### src/rtl/echo_mix_stage_if.sv
// echo_mix_stage_if
// Bundles the sample streams and gain control of echo_mix_stage.
//   dry, wet, in_valid, in_ready  : input stream (dry/wet pair)
//   y, out_valid, out_ready       : output stream (mixed sample)
//   gain, gain_load, bypass       : control inputs
//   ramp_busy                     : working gain still moving toward target
//   gain_cur                      : working gain, exposed for observability
// Modports: slave = the mixing stage, master = whoever drives it.
interface echo_mix_stage_if #(
    parameter int DATA_WIDTH = 32,
    parameter int GAIN_WIDTH = 8
);
    logic signed [DATA_WIDTH-1:0] dry;
    logic signed [DATA_WIDTH-1:0] wet;
    logic                         in_valid;
    logic                         in_ready;
    logic [GAIN_WIDTH-1:0]        gain;
    logic                         gain_load;
    logic                         bypass;
    logic signed [DATA_WIDTH-1:0] y;
    logic                         out_valid;
    logic                         out_ready;
    logic                         ramp_busy;
    logic [GAIN_WIDTH-1:0]        gain_cur;

    modport slave (
        input  dry, wet, in_valid, gain, gain_load, bypass, out_ready,
        output in_ready, y, out_valid, ramp_busy, gain_cur
    );

    modport master (
        output dry, wet, in_valid, gain, gain_load, bypass, out_ready,
        input  in_ready, y, out_valid, ramp_busy, gain_cur
    );
endinterface

### src/rtl/echo_mix_stage.sv
// echo_mix_stage
// Output stage after the delay line: y = sat(dry + wet * gain_cur / 2^GAIN_WIDTH).
// The working gain ramps toward the loaded target by at most RAMP_STEP per
// accepted sample to avoid zipper noise. Two register stages:
//   stage 1: wet * gain_cur product, dry and bypass captured
//   stage 2: shift, add, saturate (or pass dry when bypassed) into y
// Ports:
//   CLK  : system clock, rising edge
//   rst  : synchronous active-high reset, discards in-flight samples
//   io   : echo_mix_stage_if.slave (streams, gain control, status)
//
// Handshake: a transfer happens on a rising edge where valid && ready are
// both high. valid never depends on ready; once raised, the producer keeps
// data stable until the transfer. Here in_ready = !out_valid || out_ready,
// so the whole pipeline advances together and holds completely otherwise.
module echo_mix_stage #(
    parameter int DATA_WIDTH = 32,
    parameter int GAIN_WIDTH = 8,
    parameter int RAMP_STEP  = 8
) (
    input logic           CLK,
    input logic           rst,
    echo_mix_stage_if.slave io
);
    localparam int PW = DATA_WIDTH + GAIN_WIDTH + 1;
    localparam logic [GAIN_WIDTH-1:0] STEP = GAIN_WIDTH'(RAMP_STEP);
    localparam logic signed [PW-1:0] SAT_MAX =
        {{(PW-DATA_WIDTH+1){1'b0}}, {(DATA_WIDTH-1){1'b1}}};
    localparam logic signed [PW-1:0] SAT_MIN =
        {{(PW-DATA_WIDTH+1){1'b1}}, {(DATA_WIDTH-1){1'b0}}};
    localparam logic signed [DATA_WIDTH-1:0] Y_MAX = {1'b0, {(DATA_WIDTH-1){1'b1}}};
    localparam logic signed [DATA_WIDTH-1:0] Y_MIN = {1'b1, {(DATA_WIDTH-1){1'b0}}};

    logic                         adv;
    logic                         accept;

    logic [GAIN_WIDTH-1:0]        gain_cur;
    logic [GAIN_WIDTH-1:0]        gain_tgt;
    logic [GAIN_WIDTH-1:0]        tgt_eff;
    logic [GAIN_WIDTH-1:0]        diff;
    logic [GAIN_WIDTH-1:0]        gain_next;

    logic signed [PW-1:0]         prod;
    logic signed [PW-1:0]         s1_prod;
    logic signed [DATA_WIDTH-1:0] s1_dry;
    logic                         s1_bypass;
    logic                         s1_valid;

    logic signed [PW-1:0]         scaled;
    logic signed [PW-1:0]         sum;
    logic signed [DATA_WIDTH-1:0] mix;
    logic signed [DATA_WIDTH-1:0] y_q;
    logic                         out_valid_q;

    assign adv    = !out_valid_q || io.out_ready;
    assign accept = io.in_valid && adv;

    // Gain is treated as unsigned by prefixing a zero bit before the signed
    // multiply; the full-width product cannot overflow PW bits.
    assign prod = PW'($signed(io.wet)) * PW'($signed({1'b0, gain_cur}));

    // A gain_load on the same edge as an accept retargets this step already;
    // the sample itself still uses the pre-step gain_cur captured in prod.
    always_comb begin
        tgt_eff   = io.gain_load ? io.gain : gain_tgt;
        diff      = '0;
        gain_next = gain_cur;
        if (tgt_eff > gain_cur) begin
            diff      = tgt_eff - gain_cur;
            gain_next = gain_cur + ((diff > STEP) ? STEP : diff);
        end else if (tgt_eff < gain_cur) begin
            diff      = gain_cur - tgt_eff;
            gain_next = gain_cur - ((diff > STEP) ? STEP : diff);
        end
    end

    // The sum is formed at product width; dry + scaled always fits in
    // DATA_WIDTH+1 bits, so the wider add gives the same value and the
    // saturation compare sees it exactly.
    always_comb begin
        scaled = s1_prod >>> GAIN_WIDTH;
        sum    = PW'(s1_dry) + scaled;
        if (sum > SAT_MAX) begin
            mix = Y_MAX;
        end else if (sum < SAT_MIN) begin
            mix = Y_MIN;
        end else begin
            mix = sum[DATA_WIDTH-1:0];
        end
        if (s1_bypass) begin
            mix = s1_dry;
        end
    end

    always_ff @(posedge CLK) begin
        if (rst) begin
            gain_cur    <= '0;
            gain_tgt    <= '0;
            s1_valid    <= 1'b0;
            s1_prod     <= '0;
            s1_dry      <= '0;
            s1_bypass   <= 1'b0;
            out_valid_q <= 1'b0;
            y_q         <= '0;
        end else begin
            if (io.gain_load) begin
                gain_tgt <= io.gain;
            end
            if (accept) begin
                gain_cur <= gain_next;
            end
            if (adv) begin
                s1_valid <= accept;
                if (accept) begin
                    s1_prod   <= prod;
                    s1_dry    <= io.dry;
                    s1_bypass <= io.bypass;
                end
                out_valid_q <= s1_valid;
                y_q         <= mix;
            end
        end
    end

    assign io.in_ready  = adv;
    assign io.y         = y_q;
    assign io.out_valid = out_valid_q;
    assign io.ramp_busy = (gain_cur != gain_tgt);
    assign io.gain_cur  = gain_cur;
endmodule
### src/flat_wrapper.sv
// flat-port wrapper written by rule: the top's interface ports become plain ports
module echo_mix_stage_flat 
#(
    parameter int DATA_WIDTH = 32,
    parameter int GAIN_WIDTH = 8,
    parameter int RAMP_STEP  = 8
)
  (CLK, rst, io_dry, io_wet, io_in_valid, io_gain, io_gain_load, io_bypass, io_out_ready, io_in_ready, io_y, io_out_valid, io_ramp_busy, io_gain_cur);
  echo_mix_stage_if #(.DATA_WIDTH(DATA_WIDTH), .GAIN_WIDTH(GAIN_WIDTH)) io_i ();
  input logic CLK;
  input logic rst;
  input wire logic [$bits(io_i.dry)-1:0] io_dry;
  input wire logic [$bits(io_i.wet)-1:0] io_wet;
  input wire logic [$bits(io_i.in_valid)-1:0] io_in_valid;
  input wire logic [$bits(io_i.gain)-1:0] io_gain;
  input wire logic [$bits(io_i.gain_load)-1:0] io_gain_load;
  input wire logic [$bits(io_i.bypass)-1:0] io_bypass;
  input wire logic [$bits(io_i.out_ready)-1:0] io_out_ready;
  output wire logic [$bits(io_i.in_ready)-1:0] io_in_ready;
  output wire logic [$bits(io_i.y)-1:0] io_y;
  output wire logic [$bits(io_i.out_valid)-1:0] io_out_valid;
  output wire logic [$bits(io_i.ramp_busy)-1:0] io_ramp_busy;
  output wire logic [$bits(io_i.gain_cur)-1:0] io_gain_cur;
  assign io_i.dry = io_dry;
  assign io_i.wet = io_wet;
  assign io_i.in_valid = io_in_valid;
  assign io_i.gain = io_gain;
  assign io_i.gain_load = io_gain_load;
  assign io_i.bypass = io_bypass;
  assign io_i.out_ready = io_out_ready;
  assign io_in_ready = io_i.in_ready;
  assign io_y = io_i.y;
  assign io_out_valid = io_i.out_valid;
  assign io_ramp_busy = io_i.ramp_busy;
  assign io_gain_cur = io_i.gain_cur;
  echo_mix_stage #(.DATA_WIDTH(DATA_WIDTH), .GAIN_WIDTH(GAIN_WIDTH), .RAMP_STEP(RAMP_STEP)) u_core (.CLK(CLK), .rst(rst), .io(io_i));
endmodule
### config.mk
export PLATFORM = sky130hd
export DESIGN_NAME = echo_mix_stage_flat
export DESIGN_NICKNAME = d
export VERILOG_FILES = /design/src/rtl/echo_mix_stage_if.sv /design/src/rtl/echo_mix_stage.sv /design/src/flat_wrapper.sv
export SDC_FILE = /design/constraint.sdc
export NUM_CORES = 1
export LEC_CHECK = 0
export CORE_ASPECT_RATIO = 1.5
export CORE_MARGIN = 1.5
export CORE_UTILIZATION = 45
export DETAILED_ROUTE_END_ITERATION = 6
export PLACE_DENSITY = 0.67
export SYNTH_ARGS = -nofsm -noshare
export SYNTH_HDL_FRONTEND = slang
export SYNTH_SLANG_ARGS = --single-unit
export TNS_END_PERCENT = 1
### constraint.sdc
create_clock -name CLK -period 9.8 [get_ports CLK]
set_input_delay 1.47 -clock CLK [delete_from_list [all_inputs] [get_ports CLK]]
set_output_delay 1.47 -clock CLK [all_outputs]
set_load 0.02 [all_outputs]
; ---- Yosys cells after proc, flatten, opt, wreduce, memory -nomap -nowiden
; Cells that the tools add are included.
; W data, S select, Z words.
[word_totals]
register_bits = 124
output_inout_bits = 43
[op_classes]
n_addsub = 5
n_mul = 1
magnitude_cmp = 6
n_eq_ne = 1
n_mux = 8
n_reduce_logical = 6
[op_table]
columns = op, count
row1 = $mux W32, 3
row2 = $gt A41 B32 Y1 const B, 1
row3 = $lt A41 B32 Y1 const B, 1
row4 = $mul A32 B9 Y41, 1
row5 = $mux W8, 5
row6 = $add A32 B33 Y34, 1
row7 = $sub A8 B8 Y8, 3
row8 = $gt A8 B4 Y1 const B, 2
row9 = $add A8 B8 Y8, 1
row10 = $gt A8 B8 Y1, 1
row11 = $lt A8 B8 Y1, 1
row12 = $ne A8 B8 Y1, 1
row13 = $reduce_and A2 Y1, 2
row14 = $reduce_bool A2 Y1, 1
row15 = $logic_and A1 B1 Y1, 1
row16 = $logic_not A1 Y1, 1
row17 = $logic_or A1 B1 Y1, 1

; ---- Depth between registers and ports, before layout
[logic_depth]
ltp_word = 7
mapped_depth = 28
depth_no_buf = 27

; ---- Worst setup path before layout
; Ideal clock, no wire load.
[synth_timing]
kind = input port to flip-flop
start = in io_gain_load
end = reg u_core.gain_cur[7], in the netlist u_core.io.gain_cur[7]
setup_time_ns = 0.082
t_arrival_ns = 6.278
required_time_ns = 9.718
path_slack_ns = 3.440
path_stages = 24
path_cell_list = clkbuf_1 > mux2i_1 > inv_1 > ha_1 > nor2b_1 > o21ai_1 > a21boi_0 > o21ai_1 > a21oi_1 > xor2_1 > a2111oi_0 > nand2b_1 > ha_1 > o2bb2a_1 > ha_1 > a21oi_1 > o21ai_0 > and2_1 > o21a_1 > nor2_1 > o21bai_1 > a21o_1 > mux4_2 > o2111ai_1
[synth_between]
elab_chain_len = 7
[synth_rtl]
columns = item, line_no
row1 = start: declaration, flat_wrapper.sv:16  ; input wire logic [$bits(io_i.gain_load)-1:0] io_gain_load;
row2 = $mux W8 *, echo_mix_stage.sv:65  ; tgt_eff = io.gain_load ? io.gain : gain_tgt;
row3 = via u_core.tgt_eff[1], echo_mix_stage.sv:39  ; logic [GAIN_WIDTH-1:0] tgt_eff;
row4 = $sub A8 B8 Y8, echo_mix_stage.sv:72  ; diff = gain_cur - tgt_eff;
row5 = $gt A8 B4 Y1, echo_mix_stage.sv:73  ; gain_next = gain_cur - ((diff > STEP) ? STEP : diff);
row6 = $mux W8, echo_mix_stage.sv:73
row7 = $sub A8 B8 Y8, echo_mix_stage.sv:73
row8 = $mux W8, echo_mix_stage.sv:71  ; end else if (tgt_eff < gain_cur) begin
row9 = $mux W8, echo_mix_stage.sv:68  ; if (tgt_eff > gain_cur) begin
row10 = end signal: assignment, echo_mix_stage.sv:110  ; gain_cur <= gain_next;
row11 = end: declaration, echo_mix_stage.sv:37  ; logic [GAIN_WIDTH-1:0] gain_cur;
; Mark *: on every way through the listed nets, which the timed path passes. The rest lies on a longest branch. The select of a mux whose other input is x is not followed.
; A chain may end at the register's enable or synchronous reset.

; ---- Final worst setup path
; Ends and elaborated chain as after synthesis.

==> metrics.csv <==
metric,value,unit
grt.busiest_layer,met2,
synth-seq-cells,116,
pin_count,121,
crit_buf_inv,2,
synth-async-reset-ratio,0,%
finClkSkew,0.01112,ns
stdcell_count,2457,
via_per_inst,5.225,
cts_tree,yes,
yosysUniqueCellTypes,78,
cp_slowest_cell,a2111oi_0,
postCtsSetupBuffers,0,
grt_pass1_vias,13496,
start_util,45.64,%
die_h,233.8,µm
synth.most_common_cell,nand2_1,
antenna_found_initial,0,
root_buffer,clkbuf_16,
use_met2,42.74,%
use_met3,1.756,%
yosysSeqAreaShare,14.54,%
grt.total_usage,22.46,%
fin_crit_sh,71.78,%
p_leak,8.684,nW
synthCells,1897,
drv_cap,0,
path_common_cell,ha_1,
outcome,"finished, final reports clean",
synthAdderAreaFrac,35.84,%
slowest_delay,0.89,ns
cp_cell_sequence,clkdlybuf4s50_1 > mux2i_1 > inv_1 > ha_1 > nor2b_1 > o21ai_1 > a21boi_0 > o21ai_1 > a21oi_1 > xor2_1 > a2111oi_0 > nand2b_1 > ha_1 > o2bb2a_1 > ha_1 > a21oi_1 > o21ai_0 > and2_1 > o21a_1 > nor2_1 > o21bai_1 > a21o_1 > mux4_2 > o2111ai_1,
cts_sinks,116,
finalHoldViolCount,0,
coreArea,0.03500,mm²
grt.overflow.total,0,
finalMaxSlewViolations,0,
drc,0,
cts_resized,0,
synthesis.area,0.01597,mm²
wl_per_cell,16.04,µm
ys.flop_type,dfxtp_1,
synth_common_cells,"291 x nand2_1, 259 x inv_1, 201 x fa_1",
critical_path.max_fanout,8,
routed_wl,39.41,mm
synth.area.top_cells,"fa_1 25%, dfxtp_1 15%, ha_1 11%",
numCtsBuffers,17,
power.density,274.8,mW/mm²
drt_iter0_drc,464,
cts_hold_buf,0,
arrival,7.39,ns
timing.fmax,0.1422,GHz
cp.required,10.16,ns
num_vias,12839,
synth_edf_count,0,
crit_family,compound AO/OA/AOI/OAI gates,
synth_top_family_by_area,adder cells,
start_kind,primary input,
cp-end-kind,register,
fillerInstances,3320,
multi_input_area,0.01232,mm²
syn_area_per_cell,8.421,µm²
synth_xor_area_share,4.551,%
dp.cells,2425,
grt_max_degree,65,
ir_drop,0.1238,mV
die_w,156.8,µm
rows,84,
hold_class,register to register,
grt_pass1_wl,65.74,mm
clk_latency,0.44,ns
synth_area_leader_cell,fa_1,
synthSimpleGateAreaFrac,19.93,%
setup_violations,0,
yosysWarnings,0,
drive_gt1_share,6.754,%
drt-pass1-iter-count,5,
muxShareOfSynthArea,0.9634,%
seq_area,0.002322,mm²
area_growth,13.23,%
setup_tns,0,ns
fin_nets,2386,
use_met1,26.06,%
clock_path_buffers,2,
dieArea,0.03666,mm²
synth_top_area_share,25.19,%
io_buffers,120,
post-dp-hpwl,31.79,mm
place.gp.congestion,0.9077,
ant_nets,0,
tightest_slew,1.010,ns
criticalPathCategory,primary input to register,
synth-compound-area-share,15.81,%
slew-limit-headroom,30.91,%
htree_levels,4,
antenna_cells,0,
syn_nets,2312,
rsz0062_at_grt,false,
clk_pin_slew,0.06,ns
fin_crit,7.034,ns
-- final cells by class --
type / instances / area share, %
Tap cell: 473 / 3.272
Clock buffer: 19 / 2.449
Clock inverter: 13 / 0.6779
Timing Repair Buffer: 135 / 7.236
Multi-Input combinational cell: 1441 / 68.13
Inverter: 260 / 5.396
Sequential cell: 116 / 12.84
-- cell families after synthesis --
kind of cell | Yosys count
xor+xnor | 83
mux | 14
compound gates | 358
simple gates | 649
flops | 116
fa+ha+maj | 337
buf+inv | 340
-- cell usage in the layout, fill, tap and decap left out, drive strengths merged, types with 49 or more instances in the layout --
master / instances
and2: 157
ha: 136
nand2: 291
inv: 263
dfxtp: 116
o21ai: 49
clkdlybuf4s50: 119
a21oi: 155
nor2: 65
fa: 201
-- report_power, final --
| group | switching, W | internal (W) | leakage [nW] | total [W] |
|---|---|---|---|---|
| Combinational | 0.00214 | 0.00154 | 7.46 | 0.00368 |
| Clock | 0.000237 | 0.000357 | 0.267 | 0.000594 |
| Sequential | 0.0000933 | 0.000604 | 0.957 | 0.000697 |
-- worst paths after layout --
path / from / to / slack (ns) / cells after the start
max: io_gain_load / u_core.io.gain_cur[7] / 2.77 / 24
max reg2reg: u_core.io.gain_cur[5] / u_core.s1_prod[26] / 3.96 / 18
min reg2reg: u_core.s1_prod[12] / u_core.s1_prod[12] / 0.45 / 2
min: u_core.s1_prod[12] / u_core.s1_prod[12] / 0.45 / 2
-- state kept, by name (all words and copies together), names as in the netlist --
signal / cells
u_core.s1_prod: 33
u_core.io.out_valid: 1
u_core.s1_valid: 1
u_core.io.y: 32
u_core.io.gain_cur: 8
u_core.gain_tgt: 8
u_core.s1_dry: 32
u_core.s1_bypass: 1
-- stage by stage --
step                worst slack [ns]  instance area [µm²]  util (%)  hold slack, ns  total power (W)
detailed placement             2.350                17520     50.06          0.4487         0.004409
global route                   2.184                18090     51.68          0.4761         0.005511
global placement               2.553                17520     50.06          0.4438         0.004323
CTS                            2.785                18090     51.68          0.4561         0.005024
floorplan                      3.440                15970         -          0.4291         0.003528
finish                         2.766                18090     51.68          0.4547         0.004971
-- tightest hold or removal path, cell delays in order (launching register included) --
cell and delay (ns):
dfxtp_1 0.31, nand2_1 0.05, a21oi_1 0.05
-- per-layer routing --
metal	vias up	wire length, µm
met2	198	20960
met5	-	0
met3	56	1008
met4	0	853
li1	6295	-
met1	6290	16590
(Power assumes the default switching activity.)
